$ cat src/rtl/stdin_hex_parser_pkg.sv
// stdin_hex_pkg: shared types and ASCII constants for the stdin hex parser
package stdin_hex_pkg;
    typedef enum logic [2:0] {IDLE, DIGITS, EMIT, WAIT_SEP, SKIP} state_e;
    typedef enum logic [1:0] {CLS_HEX, CLS_SEP, CLS_BAD} byte_cls_e;
    localparam logic [7:0] ASCII_SP = 8'h20;
    localparam logic [7:0] ASCII_HT = 8'h09;
    localparam logic [7:0] ASCII_CR = 8'h0D;
    localparam logic [7:0] ASCII_LF = 8'h0A;
endpackage

$ cat src/rtl/stdin_hex_parser_if.sv
// stdio: valid/ready word channel between a producer and the stdin FIFO
interface stdio;
    logic        val;
    logic        rdy;
    logic [15:0] data;
    modport out    (output val, data, input rdy);
    modport in     (input val, data, output rdy);
    modport master (output val, data, input rdy);
    modport slave  (input val, data, output rdy);
endinterface

$ cat src/rtl/stdin_hex_parser_decode.sv
// ascii_hex_decode: classifies an ASCII byte as hex digit, separator or bad, and yields its nibble
module ascii_hex_decode
    import stdin_hex_pkg::*;
(
    input  logic [7:0] data_i,
    output byte_cls_e  cls_o,
    output logic [3:0] nib_o
);
    logic is_dig, is_alpha, is_sep;
    assign is_dig   = data_i >= 8'h30 && data_i <= 8'h39;
    assign is_alpha = (data_i >= 8'h41 && data_i <= 8'h46) || (data_i >= 8'h61 && data_i <= 8'h66);
    assign is_sep   = data_i == ASCII_SP || data_i == ASCII_HT || data_i == ASCII_CR || data_i == ASCII_LF;
    assign cls_o    = (is_dig || is_alpha) ? CLS_HEX : (is_sep ? CLS_SEP : CLS_BAD);
    assign nib_o    = is_dig ? data_i[3:0] : (is_alpha ? data_i[3:0] + 4'd9 : 4'd0);
endmodule

$ cat src/rtl/stdin_hex_parser.sv
// stdin_hex_parser: assembles four-hex-digit tokens from a byte stream into 16-bit words
module stdin_hex_parser
    import stdin_hex_pkg::*;
#(
    parameter int ERR_W = 8
) (
    input  logic             clk_i,
    input  logic             rst_ni,
    input  logic             rx_val_i,
    output logic             rx_rdy_o,
    input  logic [7:0]       rx_data_i,
    stdio.out                stdout,
    output logic             err_o,
    output logic [ERR_W-1:0] err_cnt_o
);
    state_e           state_q, state_d;
    logic [15:0]      acc_q, acc_d;
    logic [1:0]       cnt_q, cnt_d;
    logic             err_q, err_d;
    logic [ERR_W-1:0] err_cnt_q;
    byte_cls_e        cls;
    logic [3:0]       nib;
    logic             accept;

    ascii_hex_decode u_dec (.data_i(rx_data_i), .cls_o(cls), .nib_o(nib));

    assign rx_rdy_o    = state_q != EMIT;
    assign accept      = rx_val_i && rx_rdy_o;
    assign stdout.val  = state_q == EMIT;
    assign stdout.data = acc_q;
    assign err_o       = err_q;
    assign err_cnt_o   = err_cnt_q;

    // token FSM: digit accumulation, word hand-off and malformed-token recovery
    always_comb begin
        state_d = state_q;
        acc_d   = acc_q;
        cnt_d   = cnt_q;
        err_d   = 1'b0;
        case (state_q)
            IDLE: if (accept) begin
                if (cls == CLS_HEX) begin
                    acc_d   = {acc_q[11:0], nib};
                    cnt_d   = 2'd1;
                    state_d = DIGITS;
                end else if (cls == CLS_BAD) begin
                    err_d   = 1'b1;
                    state_d = SKIP;
                end
            end
            DIGITS: if (accept) begin
                if (cls == CLS_HEX) begin
                    acc_d   = {acc_q[11:0], nib};
                    cnt_d   = cnt_q + 2'd1;
                    state_d = cnt_q == 2'd3 ? EMIT : DIGITS;
                end else begin
                    err_d   = 1'b1;
                    cnt_d   = 2'd0;
                    state_d = cls == CLS_SEP ? IDLE : SKIP;
                end
            end
            EMIT: if (stdout.rdy) begin
                cnt_d   = 2'd0;
                state_d = WAIT_SEP;
            end
            WAIT_SEP: if (accept) begin
                err_d   = cls != CLS_SEP;
                state_d = cls == CLS_SEP ? IDLE : SKIP;
            end
            SKIP: if (accept && cls == CLS_SEP) state_d = IDLE;
            default: state_d = IDLE;
        endcase
    end

    // state, accumulator and saturating error counter registers
    always_ff @(posedge clk_i or negedge rst_ni) begin
        if (!rst_ni) begin
            state_q   <= IDLE;
            acc_q     <= '0;
            cnt_q     <= '0;
            err_q     <= 1'b0;
            err_cnt_q <= '0;
        end else begin
            state_q <= state_d;
            acc_q   <= acc_d;
            cnt_q   <= cnt_d;
            err_q   <= err_d;
            if (err_d && err_cnt_q != {ERR_W{1'b1}}) err_cnt_q <= err_cnt_q + 1'b1;
        end
    end
endmodule

$ cat src/flat_wrapper.sv
// flat-port wrapper written by rule: the top's interface ports become plain ports
module stdin_hex_parser_flat import stdin_hex_pkg::*;
#(
    parameter int ERR_W = 8
)
  (clk_i, rst_ni, rx_val_i, rx_rdy_o, rx_data_i, err_o, err_cnt_o, stdout_val, stdout_data, stdout_rdy);
  stdio stdout_i ();
  input  logic clk_i;
  input  logic rst_ni;
  input  logic rx_val_i;
  output logic rx_rdy_o;
  input  logic [7:0] rx_data_i;
  output logic err_o;
  output logic [ERR_W-1:0] err_cnt_o;
  output wire logic [$bits(stdout_i.val)-1:0] stdout_val;
  output wire logic [$bits(stdout_i.data)-1:0] stdout_data;
  input wire logic [$bits(stdout_i.rdy)-1:0] stdout_rdy;
  assign stdout_val = stdout_i.val;
  assign stdout_data = stdout_i.data;
  assign stdout_i.rdy = stdout_rdy;
  stdin_hex_parser #(.ERR_W(ERR_W)) u_core (.clk_i(clk_i), .rst_ni(rst_ni), .rx_val_i(rx_val_i), .rx_rdy_o(rx_rdy_o), .rx_data_i(rx_data_i), .stdout(stdout_i), .err_o(err_o), .err_cnt_o(err_cnt_o));
endmodule
$ cat config.mk
export PLATFORM = sky130hd
export DESIGN_NAME = stdin_hex_parser_flat
export DESIGN_NICKNAME = d
export VERILOG_FILES = /design/src/rtl/stdin_hex_parser_pkg.sv /design/src/rtl/stdin_hex_parser_if.sv /design/src/rtl/stdin_hex_parser_decode.sv /design/src/rtl/stdin_hex_parser.sv /design/src/flat_wrapper.sv
export SDC_FILE = /design/constraint.sdc
export NUM_CORES = 1
export LEC_CHECK = 0
export ABC_AREA = 1
export BUFFER_PORTS_ARGS = -buffer_cell sky130_fd_sc_hd__buf_2
export CAP_MARGIN = 20
export CORE_MARGIN = 5
export CORE_UTILIZATION = 45
export CTS_CLUSTER_DIAMETER = 200
export DETAILED_ROUTE_END_ITERATION = 8
export GPL_ROUTABILITY_DRIVEN = 0
export PLACE_DENSITY = 0.73
export SLEW_MARGIN = 25
export SYNTH_ARGS = -nofsm -noshare
export SYNTH_HDL_FRONTEND = slang
export SYNTH_SLANG_ARGS = --single-unit
export TNS_END_PERCENT = 20
$ cat constraint.sdc
create_clock -name clk_i -period 1.6 [get_ports clk_i]
set_clock_uncertainty 0.05 [all_clocks]
set_input_delay 0.16 -clock clk_i [delete_from_list [all_inputs] [get_ports clk_i]]
set_output_delay 0.16 -clock clk_i [all_outputs]
set_load 0.01 [all_outputs]
# Word level (Yosys, flattened, before mapping)
# Index checks and enable logic that the tools add are counted.
[totals]
regBits = 30
in_bits = 12
out_inout_bits = 27
elab_cells = 81
[classes]
n_addsub = 3
magnitude_cmp = 6
n_eq_ne = 21
n_mux = 28
n_reduce_logical = 18
[ops]
columns = ["cell", "count"]
rows = [
  ["two-way mux 3 bit", 9],
  ["equality test 8 x 4 -> 1 bit (second input constant)", 3],
  ["greater-or-equal comparator 8 x 7 -> 1 bit (second input constant)", 2],
  ["<= comparator 8 x 7 -> 1 bit (second input constant)", 2],
  ["two-way mux 2 bit", 8],
  ["case mux 3 bit (5 select lines)", 1],
  ["!= test 2 x 1 -> 1 bit (second input constant)", 7],
  ["adder 8 x 1 -> 8 bit (second input constant)", 1],
  ["equality test 8 x 6 -> 1 bit (second input constant)", 1],
  ["greater-or-equal comparator 8 x 6 -> 1 bit (second input constant)", 1],
  ["<= comparator 8 x 6 -> 1 bit (second input constant)", 1],
  ["two-way mux 4 bit", 2],
  ["!= test 8 bit (second input constant)", 1],
  ["equality test 3 x 2 -> 1 bit (second input constant)", 2],
  ["logical AND 1 bit", 6],
  ["two-way mux 1 bit", 6],
  ["case mux 2 bit (3 select lines)", 1],
  ["AND reduction 6 bit", 1],
  ["logical OR 1 bit", 5],
  ["AND reduction 5 bit", 1],
  ["adder 4 bit (second input constant)", 1],
  ["equality test 2 bit (second input constant)", 2],
  ["equality test 3 x 1 -> 1 bit (second input constant)", 1],
  ["equality test 3 bit (second input constant)", 1],
  ["10 further kinds", 10],
]

# Logic depth before layout (Yosys ltp)
# Gate-level depths: netlist of the first run.
[logic_depth]
word_depth = 12
mapped_depth = 11
depth_no_buf = 11

# Hierarchy
# From an unflattened synthesis of the first run, not the netlist that was laid out.
[hier_totals]
hier_cells = 239
hier_area_um2 = 1844.3
[modules_own_cells]
columns = ["mod", "n_inst", "cells_each", "area_per_inst_um2", "seq_area_each_um2"]
rows = [
  ["stdin_hex_parser", 1, 198, 1591.5, 750.7],
  ["ascii_hex_decode", 1, 41, 252.7, 0.0],
]

# Least setup slack after synthesis of the first run
# OpenSTA, ideal clock, no wires.
[synth_path]
path_type = "reg2reg"
start = "register u_core.err_cnt_q[1] (netlist: u_core.err_cnt_o[1])"
end = "register u_core.err_cnt_q[2] (netlist: u_core.err_cnt_o[2])"
setup_time_ns = 0.065
arrival_ns = 1.400
t_required_ns = 1.485
setup_slack_ns = 0.085
path_stages_with_launch = 8
path_buffers = 0
period_less_slack_ns = 1.515
cell_sequence = "dfrtp_1 ha_1 nand3_1 nor3_2 nand3_2 nand4_2 nand2_1 nand2_1"
[synth_between]
elab_chain_len = 2
elab_cells_between_ends = 3
cone_classes = "1 x add/sub; 1 x eq/ne; 1 x reduce/logical"
[synth_lines]
columns = ["item", "line_no", "rtl"]
rows = [
  ["from (decl)", "stdin_hex_parser.sv:20", "logic [ERR_W-1:0] err_cnt_q;"],
  ["from (signal assigned)", "stdin_hex_parser.sv:88", "if (err_d && err_cnt_q != {ERR_W{1'b1}}) err_cnt_q <= err_cnt_q + 1'b1;"],
  ["branches (longest 2 deep; another with adder 8 x 1 -> 8 bit)", "-", ""],
]
# Parallel ways; which one is timed is not known.
# A chain may end at the register's enable or synchronous reset.

# Worst setup path in the final report of the first run
[layout_path]
start = "register u_core.state_q[0]"
end = "output stdout_val"
[layout_between]
elab_chain_len = 1
[layout_lines]
columns = ["item", "line_no", "rtl"]
rows = [
  ["from (decl)", "stdin_hex_parser.sv:16", "state_e state_q, state_d;"],
  ["from (signal assigned)", "stdin_hex_parser.sv:84", "state_q <= state_d;"],
  ["equality test 3 x 2 -> 1 bit", "stdin_hex_parser.sv:29", "assign stdout.val = state_q == EMIT;"],
  ["to (decl)", "flat_wrapper.sv:15", "output wire logic [$bits(stdout_i.val)-1:0] stdout_val;"],
]
# Every way passes these cells.

==> results of run 1 <==
## cell usage after synthesis (all sizes together)
library cell,count,area (sq um)
nand2,87,344
dfrtp,30,751
inv,28,105
nand3,22,150
o21ai,14,70.1
nor2,13,71.3
nand4,9,62.6
ha,7,87.6
a21oi,5,47.6
nor3,4,30.0
xor2,4,35.0
buf,3,37.5
xnor2,2,17.5
and3,1,6.26
nand3b,1,11.3
o211ai,1,7.51
## placed cells by master, fill, tap and decap left out, types with 5 or more instances in the layout
cell type and count:
nand2_1 84, buf_4 18, nor2_1 10, nand4_1 8, ha_1 6, dfrtp_1 30
o21ai_0 12, inv_2 5, buf_2 38, nand3_1 16, inv_1 23, clkbuf_8 6
## sequential cells by signal, indices dropped and copies added (netlist names)
name and count:
u_core.cnt_q 2, u_core.err_cnt_o 8, u_core.err_o 1, u_core.state_q 3, u_core.stdout.data 16
## power by group
part / internal [W] / total, W / switching (W)
Clock: 0.000345 / 0.000654 / 0.000309
Combinational: 0.000449 / 0.00108 / 0.000634
Sequential: 0.000969 / 0.00112 / 0.000149
Total: 0.00176 / 0.00285 / 0.00109
## path summary, 6_finish.rpt
| path | start | endpoint | slack, ns | cells past startpoint |
|---|---|---|---|---|
| worst max-delay path | u_core.state_q[0]$_DFFE_PN0P_ | stdout_val | 0.09 | 5 |
| max in group asynchronous | rst_ni | u_core.stdout.data[11]$_DFFE_PN0P_ | 0.66 | 2 |
| worst max register to register | u_core.err_cnt_o[0]$_DFFE_PN0P_ | u_core.err_cnt_o[0]$_DFFE_PN0P_ | 0.11 | 7 |
| worst min-delay path | rx_val_i | u_core.state_q[2]$_DFFE_PN0P_ | 0.24 | 4 |
| worst min register to register | u_core.stdout.data[12]$_DFFE_PN0P_ | u_core.stdout.data[12]$_DFFE_PN0P_ | 0.43 | 2 |
| min in group asynchronous | rst_ni | u_core.stdout.data[3]$_DFFE_PN0P_ | 0.40 | 2 |
## final cells by class
class | count | share of cell area, %
Multi-Input combinational cell | 170 | 42.0
Inverter | 28 | 4.52
Clock buffer | 6 | 3.55
Timing Repair Buffer | 57 | 14.4
Clock inverter | 2 | 0.538
Tap cell | 50 | 2.69
Sequential cell | 30 | 32.3
## logic make-up after synthesis
| family | Yosys count | synth area share, % |
|---|---|---|
| AOI/OAI and AO/OA | 20 | 6.82 |
| xor gates and xnor gates | 6 | 2.86 |
| adders and majority gates | 7 | 4.77 |
| buffers and inverters | 31 | 7.78 |
| DFF | 30 | 40.9 |
| and+or+nand+nor | 137 | 36.8 |
## through the flow
stage / hold WS (ns) / util [%]
2_1_floorplan: -0.186 / -
5_1_grt: 0.270 / 58.6
6_report: 0.238 / 58.6
4_1_cts: 0.237 / 57.9
3_5_place_dp: 0.190 / 55.0
3_3_place_gp: 0.186 / 55.0
## worst min-delay path, delay by kind of cell
kind | cells | cell delay (ns)
buffers and inverters | 1 | 0.13
and+or+nand+nor | 3 | 0.25
## metal layers
metal  wire [um]  GRT usage [%]  up-vias  share of wire, %
met5           0              0        -                 0
met4          72           6.64        0               1.7
met1        1850           19.4      774                45
li1            -              -      865                 -
met2        1950           27.8       40                47
met3         260           4.92        8               6.3
## timing repair
action / CTS / global route
hold buffers: 1 / 0
endpoints found under the setup margin: 1 / 11
pin swaps: 0 / 3
hold endpoints to repair: 30 / 0
resized for setup: 1 / 6
==> summary.txt, run 1 <==
Timing
  – Period utilisation layout: 94.2%
  – Final Hold Violating Endpoints: 0
  – Final setup vio count: 0
  – RSZ-0062 raised after global routing: no
  – Post-layout minimum cycle time: approximately 1.5 ns
  – Post-route setup slack: about 0.093 ns
  – Fmax: between 600 and 700 MHz
  – Slew Limit Fails: 0
  – Worst-Margin Slew: approximately 0.68 ns
  – Headroom to the max-slew limit: around 54%
  – Setup TNS: 0 ns

Placement
  – Placed inst area: ~2200 sq um
  – Dpl cells: approximately 330
  – Number of buffers added on ports: 38
  – Detailed placement HPWL: approximately 3.1 mm
  – Place WS: -0.0645 ns

Global routing
  – Grt total ovfl: 0
  – Vias in the first global route: 1621
  – GR Util All Layers: roughly 16%
  – Largest net degree at the start of global routing: 31
  – Antenna violations before repair: 0
  – First-pass GRT wire length: 6.89 mm

Finish
  – Fin nets: 311
  – Area of the multi-input gates: roughly 980 sq um
  – Register area: ~750 sq um
  – Layout cells sized above 1: between 30% and 40%
  – Diodes inserted: 0
  – Number of cells in the finished layout apart from fillers: 343
  – Area Growth Syn to Fin: 26.9%
  – Design area: 2330 sq um
  – Fill cells: about 380

Synthesis
  – Yosys cell types: 28
  – Syn Nets: 250
  – Synth Register Bits: 30
  – Sequential cell area fraction in the yosys report: ~41%
  – Synth Cell Area: roughly 1800 sq um
  – Synth Warn #: 0
  – Post-Syn Instances: between 200 and 250
  – Syn_area_per_cell: between 7 and 8 sq um

Route
  – DRC Markers: 0
  – Routed wire per std cell: between 10 and 15 um
  – Detailed Routing Iterations Pass 1: 4
  – First DRT Iteration DRCs: 36
  – Vias/cell: around 5
  – Total number of vias: approximately 1700
  – Routed Antenna Nets: 0
  – WL final: ~4.1 mm

Power
  – Static leakage: about 1.3 nW
  – Power, Total: 0.00285 W
  – Cell area power density: ~1200 nW/um^2
  – VDD IR-drop max: 0.000555 V

Worst setup path
  – CP Cell Sequence: inv_2 -> nand3_2 -> buf_4 -> inv_1 -> buf_2
  – Type of origin of the critical path: register
  – Top cell family by delay on the critical path: flip-flops
  – Setup CP Type: reg -> out
  – CP endpoint kind: primary output
  – Crit path buf inv count: 4
  – Crit path max fanout: 6
  – Max incr delay on CP: roughly 0.44 ns
  – Crit-path slowest cell: dfrtp_1
  – CP required: roughly 1.4 ns
  – Arr. time, crit path: ~1.3 ns

Floorplanning
  – Core ar.: 3970 sq um
  – Row Count: 23
  – IO Pins: 39
  – Die area: 5450 sq um
  – Starting Density: around 46%
  – Chip height: ~74 um
  – DIE WIDTH: 73.8 um

CTS
  – Clock buffer count from CTS: 5
  – Clock transition at path regs: 0.07 ns
  – TritonCTS clock tree: done
  – CTS H-tree lvls: 2
  – Clk Latency, worst-skew pair: about 0.29 ns
  – Post-CTS setup buffers: 0
  – Maximum buffer depth of the clock tree: 2
  – CTS Sinks: 30
  – Root Buffer: clkbuf_8

Worst hold path
  – HP Class: in -> reg

Job
  – Max-cap viol count: 0

Status
  – Status: finished, final reports clean
(Power assumes the default switching activity.)
==> inputs of run 2 (changes only) <==
--- a/config.mk
+++ b/config.mk
@@ -6,14 +6,15 @@
 export NUM_CORES = 1
 export LEC_CHECK = 0
 export ABC_AREA = 1
-export BUFFER_PORTS_ARGS = -buffer_cell sky130_fd_sc_hd__buf_2
 export CAP_MARGIN = 20
 export CORE_MARGIN = 5
 export CORE_UTILIZATION = 45
 export CTS_CLUSTER_DIAMETER = 200
 export DETAILED_ROUTE_END_ITERATION = 8
+export DONT_BUFFER_PORTS = 1
 export GPL_ROUTABILITY_DRIVEN = 0
-export PLACE_DENSITY = 0.73
+export PLACE_DENSITY = 0.65
+export REMOVE_ABC_BUFFERS = 1
 export SLEW_MARGIN = 25
 export SYNTH_ARGS = -nofsm -noshare
 export SYNTH_HDL_FRONTEND = slang
==> run 2 against run 1 <==
  * Design area is 6.1% lower
  * Via count down 7.4%
  * Clock power shrank 3.2%
  * Worst setup slack worse by 0.00068 ns
  * Register-to-register slack got worse by 0.02 ns
  * Global-route usage fell by 0.76 points
  * Combinational power down 18%
  * Die area stayed put
  * Largest power group unchanged
  * Highest routed layer unchanged
==> summary.txt, run 2 (synthesis gave the netlist of run 1 again) <==
Status
  – Status: finished, final reports clean

Worst hold path
  – HP Class: in -> reg
  – Worst hold start: rx_data_i[1]
  – Hold path depth: 4
  – Hold EP: u_core.stdout.data[1]$_DFFE_PN0P_

Job
  – Max-cap viol count: 0

Finish
  – Most frequent cells in the layout: nand2_1 (84), dfrtp_1 (30), inv_1 (23), nand3_1 (16), buf_4 (16)
  – Layout cells sized above 1: between 20% and 30%
  – Number of flip-flops in the largest register: 16
  – Area Growth Syn to Fin: 19.2%
  – Commonest non-fill, non-tap cell in the layout: nand2_1
  – Fin nets: roughly 270
  – Design area: ~2200 sq um
  – Diodes inserted: 0

Timing
  – Headroom to the max-slew limit: about three quarters
  – Final setup vio count: 0
  – Worst-Margin Slew: between 0.3 and 0.4 ns
  – Final Hold Violating Endpoints: 0
  – Post-layout minimum cycle time: about 1.5 ns
  – Post-route setup slack: 0.0925 ns
  – Fmax: ~660 MHz
  – Period utilisation layout: ~94%
  – Slew Limit Fails: 0
  – RSZ-0062 raised after global routing: yes

Global routing
  – GR Util All Layers: around 16%
  – Vias in the first global route: between 1500 and 2000
  – Grt total ovfl: 0
  – First-pass GRT wire length: 6.69 mm
  – Largest net degree at the start of global routing: 31
  – Antenna violations before repair: 0

Floorplanning
  – IO Pins: 39
  – Core ar.: between 3000 and 4000 sq um
  – Die area: ~5500 sq um
  – DIE WIDTH: roughly 74 um
  – Starting Density: about 46%
  – Chip height: 73.8 um
  – Row Count: 23

Worst setup path
  – CP Cell Sequence: ha_4 -> nand3_4 -> nor3_4 -> nand3_1 -> nand4_1 -> nand2_1
  – Crit path max fanout: 4
  – Top cell family by delay on the critical path: simple AND/OR/NAND/NOR gates
  – CP required: ~1.7 ns
  – R2r setup slk: 0.09 ns
  – Type of origin of the critical path: register
  – Reg2Reg Depth: 6
  – R2r startpoint: u_core.err_cnt_o[1]$_DFFE_PN0P_
  – Max incr delay on CP: roughly 0.39 ns
  – Setup CP Type: reg -> reg
  – Crit path buf inv count: 0
  – CP endpoint kind: register
  – Crit-path slowest cell: dfrtp_1
  – Worst R2R End: u_core.err_cnt_o[1]$_DFFE_PN0P_
  – Arr. time, crit path: around 1.6 ns

Route
  – Routed Antenna Nets: 0
  – Total number of vias: 1563
  – Vias/cell: around 5.1
  – Detailed Routing Iterations Pass 1: 4
  – DRC Markers: 0
  – WL final: between 3 and 4 mm
  – First DRT Iteration DRCs: 70
  – Routed wire per std cell: approximately 13 um

Power
  – Static leakage: ~1.1 nW
  – Share of power burned in registers: between 40% and 50%
  – Clk network pwr share: a little under a quarter
  – Net Sw Power: 0.00105 W
  – VDD IR-drop max: 0.000463 V
  – Sw Ratio: between 30% and 40%
  – Combinational share of power: 32.4%
  – Cell area power density: 1250 nW/um^2
  – Cell internal pwr: between 0.0015 and 0.002 W

Placement
  – Detailed placement HPWL: around 2.8 mm
  – Placed inst area: 1960 sq um
  – Number of buffers added on ports: 0
  – Place WS: 0.00382 ns

CTS
  – CTS H-tree lvls: 2
  – TritonCTS clock tree: done
  – Maximum buffer depth of the clock tree: 2
  – CTS Sinks: 30
  – Clock buffer count from CTS: 5
  – Clk Latency, worst-skew pair: around 0.28 ns
  – Clock transition at path regs: roughly 0.06 ns
  – Root Buffer: clkbuf_8
## run 2: worst max path at each step
stage | from | endpoint | cells after the start | slack, ns
detailed placement | u_core.err_cnt_o[0]$_DFFE_PN0P_ | u_core.err_cnt_o[3]$_DFFE_PN0P_ | 7 | 0.004
finish | u_core.err_cnt_o[1]$_DFFE_PN0P_ | u_core.err_cnt_o[1]$_DFFE_PN0P_ | 6 | 0.09
CTS | u_core.err_cnt_o[0]$_DFFE_PN0P_ | u_core.err_cnt_o[3]$_DFFE_PN0P_ | 7 | 0.007
global placement | rx_data_i[0] | u_core.err_cnt_o[7]$_DFFE_PN0P_ | 10 | 0.08
floorplan | u_core.err_cnt_o[1]$_DFFE_PN0P_ | u_core.err_cnt_o[2]$_DFFE_PN0P_ | 7 | 0.09
global route | u_core.err_cnt_o[1]$_DFFE_PN0P_ | u_core.err_cnt_o[6]$_DFFE_PN0P_ | 7 | -0.02
## run 2: layout make-up
class	instances	area [sq um]
clock inverter	2	12.5
fill	384	1790
sequential	30	751
clock buffer	6	82.6
timing repair buffer	19	161
inverter	28	105
tap	50	62.6
multi-input combinational	171	1010
## run 2: stage by stage
step	utilization (%)	power, W	hold WS (ns)	instances	TNS, ns
2_1_floorplan	-	0.00175	-0.186	228	0
3_3_place_gp	49.5	0.00197	-0.185	292	0
3_5_place_dp	49.5	0.00199	-0.185	292	0
4_1_cts	53.0	0.00267	0.0731	303	0
5_1_grt	55.0	0.00295	0.0990	306	-0.0168
6_report	55.0	0.00274	0.0780	306	0
## run 2: routing by layer
layer	wire (um)	track usage (%)	up-vias
met5	0	0	-
met3	307	6.29	6
met4	70	5.43	0
met1	1720	19.4	729
li1	-	-	789
met2	1800	24.7	39
## run 2: power groups by stage
stage	Clock, W	Sequential [W]	Combinational, W
2_1_floorplan	0	0.00122	0.000527
3_3_place_gp	0	0.00121	0.000767
3_5_place_dp	0	0.00121	0.000783
4_1_cts	0.000659	0.00120	0.000817
5_1_grt	0.000692	0.00124	0.00102
6_report	0.000633	0.00122	0.000888
## run 2: worst register-to-register path, cell delays in order, from the launching register on
cell     delay (ns)
dfrtp_1        0.39
ha_4           0.17
nand3_4        0.08
nor3_4         0.30
nand3_1        0.21
nand4_1        0.15
nand2_1        0.05
## run 2: repair_timing
action | CTS | global route
pin swaps | 1 | 4
hold endpoints to repair | 30 | 0
setup endpoints to repair | 8 | 10
hold buffers | 2 | 0
gates resized for setup | 1 | 12
cloned | 1 | 0
setup buffers | 0 | 3
